==> src/rtl/pll_ctrl_pkg.sv <==
// Shared types and codes for the ECP5 EHXPLLL dynamic phase-step controller.
package pll_ctrl_pkg;

    typedef enum logic [2:0] {
        IDLE,
        SETUP,
        STEP_HI,
        STEP_LO,
        SETTLE,
        DONE
    } state_t;

    // PHASESEL codes as decoded by the EHXPLLL
    localparam logic [1:0] SEL_CLKOS  = 2'b00;
    localparam logic [1:0] SEL_CLKOS2 = 2'b01;
    localparam logic [1:0] SEL_CLKOS3 = 2'b10;
    localparam logic [1:0] SEL_CLKOP  = 2'b11;

    localparam logic DIR_DELAY   = 1'b0;
    localparam logic DIR_ADVANCE = 1'b1;

    function automatic int max_of4(input int a, input int b, input int c, input int d);
        int m;
        m = a;
        if (b > m) m = b;
        if (c > m) m = c;
        if (d > m) m = d;
        return m;
    endfunction

endpackage

==> src/rtl/lock_sync.sv <==
// Two-flop synchroniser for asynchronous status inputs (PLL lock and similar).
module lock_sync (
    input  logic clk_in,
    input  logic rst,
    input  logic d,
    output logic q
);

    logic meta;

    // NOTE: sequential state always uses non-blocking <= so every flop samples pre-edge values.
    always_ff @(posedge clk_in) begin
        if (rst) begin
            meta <= 1'b0;
            q    <= 1'b0;
        end else begin
            meta <= d;
            q    <= meta;
        end
    end

endmodule

==> src/rtl/pll_phase_ctrl.sv <==
// Sequences EHXPLLL PHASESEL/PHASEDIR/PHASESTEP pulses and confirms lock afterwards.
// Optional per-output phase tracking is compiled in with `define PLL_PHASE_TRACK_EN.
module pll_phase_ctrl
    import pll_ctrl_pkg::*;
#(
    parameter int STEP_W       = 4,
    parameter int SETUP_CYC    = 4,
    parameter int PULSE_CYC    = 4,
    parameter int SETTLE_CYC   = 16,
    parameter int LOCK_TIMEOUT = 1024,
    parameter int POS_W        = 5
) (
    input  logic              clk_in,
    input  logic              rst,
    input  logic              pll_lock,
    input  logic              req_valid,
    output logic              req_ready,
    input  logic [1:0]        req_sel,
    input  logic              req_dir,
    input  logic [STEP_W-1:0] req_steps,
    output logic [1:0]        phasesel,
    output logic              phasedir,
    output logic              phasestep,
    output logic              busy,
    output logic              done,
    output logic              err,
    output logic [STEP_W-1:0] steps_done
`ifdef PLL_PHASE_TRACK_EN
   ,output logic [4*POS_W-1:0] phase_pos
`endif
);

    localparam int CYC_MAX = max_of4(SETUP_CYC, PULSE_CYC, SETTLE_CYC, LOCK_TIMEOUT);
    localparam int CYC_W   = $clog2(CYC_MAX + 1);

    localparam logic [CYC_W-1:0] SETUP_LAST   = CYC_W'(SETUP_CYC - 1);
    localparam logic [CYC_W-1:0] PULSE_LAST   = CYC_W'(PULSE_CYC - 1);
    localparam logic [CYC_W-1:0] SETTLE_LAST  = CYC_W'(SETTLE_CYC - 1);
    localparam logic [CYC_W-1:0] TIMEOUT_LAST = CYC_W'(LOCK_TIMEOUT - 1);

    state_t              state;
    logic                lock_s;
    logic [CYC_W-1:0]    cyc_cnt;
    logic [STEP_W-1:0]   req_cnt;
    logic                err_flag;

    lock_sync u_lock_sync (
        .clk_in (clk_in),
        .rst    (rst),
        .d      (pll_lock),
        .q      (lock_s)
    );

    assign req_ready = (state == IDLE) && lock_s;
    assign busy      = (state != IDLE);

    always_ff @(posedge clk_in) begin
        if (rst) begin
            state      <= IDLE;
            cyc_cnt    <= '0;
            req_cnt    <= '0;
            err_flag   <= 1'b0;
            phasesel   <= 2'b00;
            phasedir   <= 1'b0;
            phasestep  <= 1'b0;
            done       <= 1'b0;
            err        <= 1'b0;
            steps_done <= '0;
`ifdef PLL_PHASE_TRACK_EN
            phase_pos  <= '0;
`endif
        end else begin
            done <= 1'b0;
            err  <= 1'b0;

            // Losing lock mid-sequence abandons the request; any partial pulse is not counted
            if ((state inside {SETUP, STEP_HI, STEP_LO}) && !lock_s) begin
                state     <= SETTLE;
                cyc_cnt   <= '0;
                phasestep <= 1'b0;
                err_flag  <= 1'b1;
            end else begin
                case (state)
                    IDLE: begin
                        if (req_valid && req_ready) begin
                            req_cnt    <= req_steps;
                            steps_done <= '0;
                            cyc_cnt    <= '0;
                            err_flag   <= 1'b0;
                            if (req_steps == '0) begin
                                state <= DONE;
                                done  <= 1'b1;
                            end else begin
                                phasesel <= req_sel;
                                phasedir <= req_dir;
                                state    <= SETUP;
                            end
                        end
                    end

                    SETUP: begin
                        if (cyc_cnt == SETUP_LAST) begin
                            cyc_cnt   <= '0;
                            phasestep <= 1'b1;
                            state     <= STEP_HI;
                        end else begin
                            cyc_cnt <= cyc_cnt + 1'b1;
                        end
                    end

                    STEP_HI: begin
                        if (cyc_cnt == PULSE_LAST) begin
                            cyc_cnt   <= '0;
                            phasestep <= 1'b0;
                            state     <= STEP_LO;
                        end else begin
                            cyc_cnt <= cyc_cnt + 1'b1;
                        end
                    end

                    STEP_LO: begin
                        if (cyc_cnt == PULSE_LAST) begin
                            cyc_cnt    <= '0;
                            steps_done <= steps_done + 1'b1;
`ifdef PLL_PHASE_TRACK_EN
                            if (phasedir == DIR_DELAY)
                                phase_pos[int'(phasesel)*POS_W +: POS_W] <=
                                    phase_pos[int'(phasesel)*POS_W +: POS_W] + POS_W'(1);
                            else
                                phase_pos[int'(phasesel)*POS_W +: POS_W] <=
                                    phase_pos[int'(phasesel)*POS_W +: POS_W] - POS_W'(1);
`endif
                            if (steps_done == req_cnt - STEP_W'(1)) begin
                                state <= SETTLE;
                            end else begin
                                phasestep <= 1'b1;
                                state     <= STEP_HI;
                            end
                        end else begin
                            cyc_cnt <= cyc_cnt + 1'b1;
                        end
                    end

                    SETTLE: begin
                        if (lock_s && (cyc_cnt >= SETTLE_LAST)) begin
                            state <= DONE;
                            done  <= 1'b1;
                            err   <= err_flag;
                        end else if (cyc_cnt == TIMEOUT_LAST) begin
                            state    <= DONE;
                            done     <= 1'b1;
                            err      <= 1'b1;
                            err_flag <= 1'b1;
                        end else begin
                            cyc_cnt <= cyc_cnt + 1'b1;
                        end
                    end

                    DONE: begin
                        err_flag <= 1'b0;
                        state    <= IDLE;
                    end

                    default: state <= IDLE;
                endcase
            end
        end
    end

`ifndef PLL_PHASE_TRACK_EN
    // POS_W only sizes the tracking counters; keep it referenced when they are compiled out
    logic unused_pos_w;
    assign unused_pos_w = (POS_W > 0);
`else
`endif

endmodule
==> config.mk <==
export PLATFORM = sky130hd
export DESIGN_NAME = pll_phase_ctrl
export DESIGN_NICKNAME = d
export VERILOG_FILES = /design/src/rtl/pll_ctrl_pkg.sv /design/src/rtl/lock_sync.sv /design/src/rtl/pll_phase_ctrl.sv
export SDC_FILE = /design/constraint.sdc
export NUM_CORES = 1
export LEC_CHECK = 0
export CAP_MARGIN = 20
export CORE_MARGIN = 2
export CORE_UTILIZATION = 59
export DETAILED_ROUTE_END_ITERATION = 16
export GPL_TIMING_DRIVEN = 0
export PLACE_DENSITY = 0.87
export SYNTH_ARGS = -nofsm -noshare
export SYNTH_HDL_FRONTEND = slang
export SYNTH_SLANG_ARGS = --single-unit
export TNS_END_PERCENT = 30
==> constraint.sdc <==
create_clock -name clk_in -period 5.25 [get_ports clk_in]
set_input_delay 0.525 -clock clk_in [delete_from_list [all_inputs] [get_ports clk_in]]
set_output_delay 0.525 -clock clk_in [all_outputs]
set_load 0.02 [all_outputs]
Yosys cells after proc, flatten, opt, wreduce, memory -nomap -nowiden
Index checks and enable logic that the tools add are counted.

Mux-type cells: 34. Order comparisons: 1. Bitwise operators: 3. Eq/ne operators: 23. Add/subtract/negate cells: 3. Reduce and logical (&&, ||, !) cells: 23.

Operators with widths (count): $mux W11 (4); $pmux W11 S3 (1); $mux W3 (9); $reduce_and A4 Y1 (4); $pmux W3 S5 (1); $reduce_and A5 Y1 (3); $mux W1 (13); $ne A3 B1 Y1 const B (4); $add A11 B1 Y11 const B (1); $eq A11 B10 Y1 const B (1); $eq A11 B2 Y1 const B (1); $ge A11 B4 Y1 const B (1); $ne A3 B3 Y1 const B (3); $reduce_bool A3 Y1 (3); $mux W4 (2); $ne A2 B1 Y1 const B (4); $pmux W4 S2 (1); $eq A3 B2 Y1 const B (2); $eq A3 B3 Y1 const B (2); $ne A2 B2 Y1 const B (3); $pmux W1 S3 (2); $reduce_or A3 Y1 (2); $add A4 B1 Y4 const B (1); $eq A4 B4 Y1 (1); other kinds (13) (18).

Output and inout port bits: 12. Word-level logic and storage cells: 100. Bits of input ports: 11. Register bits after elaboration: 31.

Depth between registers and ports, before layout
Depth after elaboration: 6. Depth in mapped cells: 7. Depth with buffers taken out: 7.

Cells and area by module
A second synthesis with hierarchy kept.

Cells, all modules: 212. Area, all modules: 1804.2 µm².

Modules (own cells, without submodules): pll_phase_ctrl (cells an instance 208, sequential area each 580.6 µm², instances 1, area each 1751.7 µm²); lock_sync (cells an instance 4, sequential area each 40.0 µm², instances 1, area each 52.6 µm²).

Worst setup path before layout
Ideal clock, no wire load.

Path type: flip-flop to output port. From: register state[0]. To: output port req_ready. Path buffers: 1. Data required time: 4.725 ns. Cell stages (with the launch flop): 5. Setup slack: 3.400 ns. Arrival time: 1.325 ns. Cell sequence: dfxtp_1 -> buf_2 -> nor2_2 -> nand2_1 -> nor2_1.

Cells in the longest elaborated chain, start to end: 2.

RTL lines: start, declared (line pll_phase_ctrl.sv:41) `state_t state;`; start signal, assigned (line pll_phase_ctrl.sv:59) `state <= IDLE;`; start signal, assigned (line pll_phase_ctrl.sv:78) `state <= SETTLE;`; start signal, assigned (line pll_phase_ctrl.sv:91) `state <= DONE;`; $logic_not A3 Y1 (line pll_phase_ctrl.sv:54) `assign req_ready = (state == IDLE) && lock_s;`; $logic_and A1 B1 Y1 (line pll_phase_ctrl.sv:54); end, declared (line pll_phase_ctrl.sv:17) `output logic req_ready,`.

Every way passes these cells.

Worst setup path in the final report
Ends and elaborated chain as after synthesis.

==> flow_summary.ini <==
[placement]
portBuffers = 21
pre_cts_ws_ps = 2910
gp_congestion = 0.921
dpl.hpwl_um = 2970

[timing]
setup_ws_ps = 2560
fin_setup_tns_ps = 0
finalCriticalPeriod_ps = 2690
fin_crit_sh_pct = 51.2
fin_worst_skew_ps = 11.3
fmax_ghz = 0.372
rsz0062_at_grt = no
setup_viol = 0
slew_headroom_pct = 30.0
slew_violations = 0
hold_viol_final = 0
tightest_slew_ps = 1040

[synth]
synth_nets = 214
synthTopCellsByCount = dfxtp_1, nand2_1, nor2_1
synth_edf_count = 0
ys_seq_elements = 31
yosysMostFrequentCell = dfxtp_1
ys_types = 54
synth_cells = 200
synth_top_area_share_pct = 35.0
synthArstFlopShare_pct = 0
netlist_top_cells_area = dfxtp_1, xnor2_1, nand2_1, a21oi_1, nor2_1
yosys_warnings = 0
synth_top_cell_by_area = dfxtp_1
seq_area_frac_synth_pct = 35.0
syn_area_mm2 = 0.00177
ys.flop_type = dfxtp_1
avgSynthCellArea_um2 = 8.86

[finish]
drive_gt1_share_pct = 15.3
utilization_pct = 75.1
syn_to_final_growth_pct = 18.9
nets = 242
antennaDiodeCount = 0
fill_cells = 203

[routing]
wl_per_cell_um = 15.5
vias_per_cell = 6.20
first_pass_iters = 10
drtIter0Drc = 81
route.detailed.drc = 2
routed_wl_um = 4030
vias = 1612
ant_nets = 0

[worst_setup_path]
critical_path_class = flop to output pin
path_max_fanout = 10
worstSetupEndpointType = output pin
slowest_stage = clkdlybuf4s50_1
cp_num_buf_inv = 2
path_cells = buf_2, nor2_2, nand2_1, nor2_1, clkdlybuf4s50_1
crit_family = buffers and inverters
cp_slowest_stage_delay_ps = 630
start_kind = flop
required_ps = 4720
crit_arrival_ps = 2160

[power_and_ir_drop]
peakVddDrop_mv = 0.155
p_per_area_mw_per_mm2 = 229
p_leak_nw = 0.692
power_mw = 0.483

[global_routing]
grt_pass1_wl_um = 6800
grt-ovfl-total = 0
antenna_found_initial = 0
grt_max_degree = 11
grt_pass1_vias = 1603
track_usage_pct = 25.9

[clock_network]
clkLatencyLatePin_ps = 340
clkTransAtPathRegs_ps = 100
post_cts_buffers = 0
hold_buffers = 0
cts_tree = yes
cts_resized = 0
cts.path.max_buffers = 2
cts_root_buffer = clkbuf_4
htree_levels = 2
cts_sinks = 31
numCtsBuffers = 5

[floorplan]
core_mm2 = 0.00281
rows = 19
die_y_um = 58.8
die_area_mm2 = 0.00346
initial_core_util_pct = 63.2
boundaryPins = 23
die_w_um = 58.8

[run]
drv_cap = 0

[worst_hold_path]
hp-class = flop to flop

[status]
outcome = complete, but fails checks
violations = DRC
==> power by group <==
| group | internal (mW) | leakage (nW) | switching [mW] |
|---|---|---|---|
| clock | 0.112 | 0.0482 | 0.0846 |
| combinational | 0.0191 | 0.393 | 0.0243 |
| sequential | 0.239 | 0.251 | 0.00383 |
==> stage by stage <==
step	instance area [um2]	hold slack, ps	instances
after floorplan	1770	414	200
after global placement	2020	441	252
after detailed placement	2020	430	252
after CTS	2110	461	260
after global routing	2110	472	260
final	2110	459	260
==> cell type report <==
cell class	count	area (um2)	area share [%]
flip-flops and latches	31	621	29.5
inverters	9	33.8	1.60
clock buffers	6	51.3	2.43
repair buffers	21	210	9.98
clock inverters	2	35.0	1.66
multi-input cells	152	1080	51.3
plain buffers	8	36.3	1.72
well taps	31	38.8	1.84
==> cells by family (layout without fill, tap and decap cells) <==
kind of cell | count (synthesis) | after routing | synth area share [%]
mux | 2 | 2 | 1.20
compound gates | 52 | 52 | 23.4
simple gates | 79 | 79 | 26.3
fa+ha+maj | 3 | 3 | 2.12
buf+inv | 17 | 46 | 3.95
flops | 31 | 31 | 35.0
xor+xnor | 16 | 16 | 7.91
==> layer usage <==
| metal | track usage (%) | share of wire, % |
|---|---|---|
| met1 | 30.1 | 42 |
| met2 | 43.7 | 51 |
| met3 | 6.81 | 5.5 |
| met4 | 13.3 | 0.89 |
| met5 | 0 | 0 |
==> worst register-to-register path, stage by stage (launching register included) <==
cell and delay, ps:
dfxtp_1 380, ha_1 320, a21oi_1 300, o2111ai_4 220
a311oi_2 360, a211oi_1 120, a31o_1 200
==> layout by cell type, fill, tap and decap left out, types with 4 or more instances in the layout <==
cell and n:
a21oi_1 16, nand4_1 5, nor2_1 18, clkbuf_4 5, nor3_2 4, dfxtp_1 31, o21ai_0 4, buf_2 5
xnor2_1 13, nor4_1 4, a31oi_1 6, nand2_1 24, nand3_1 5, clkdlybuf4s50_1 21, inv_1 9
==> path summary, 6_finish.rpt <==
| kind | startpoint | to | slack (ps) | cells after the start |
|---|---|---|---|---|
| worst min register to register | u_lock_sync.meta | u_lock_sync.q | 460 | 1 |
| worst max register to register | cyc_cnt[0] | cyc_cnt[7] | 3250 | 6 |
| worst min-delay path | u_lock_sync.meta | u_lock_sync.q | 460 | 1 |
| worst max-delay path | state[0] | req_ready | 2560 | 5 |
==> registers in the layout, indices dropped and copies added, names as in the netlist <==
name,count
cyc_cnt,11
req_cnt,4
steps_done,4
state,3
phasesel,2
done,1
err,1
err_flag,1
phasedir,1
phasestep,1
u_lock_sync.meta,1
u_lock_sync.q,1
No activity file was read; power rests on OpenSTA's default activity.
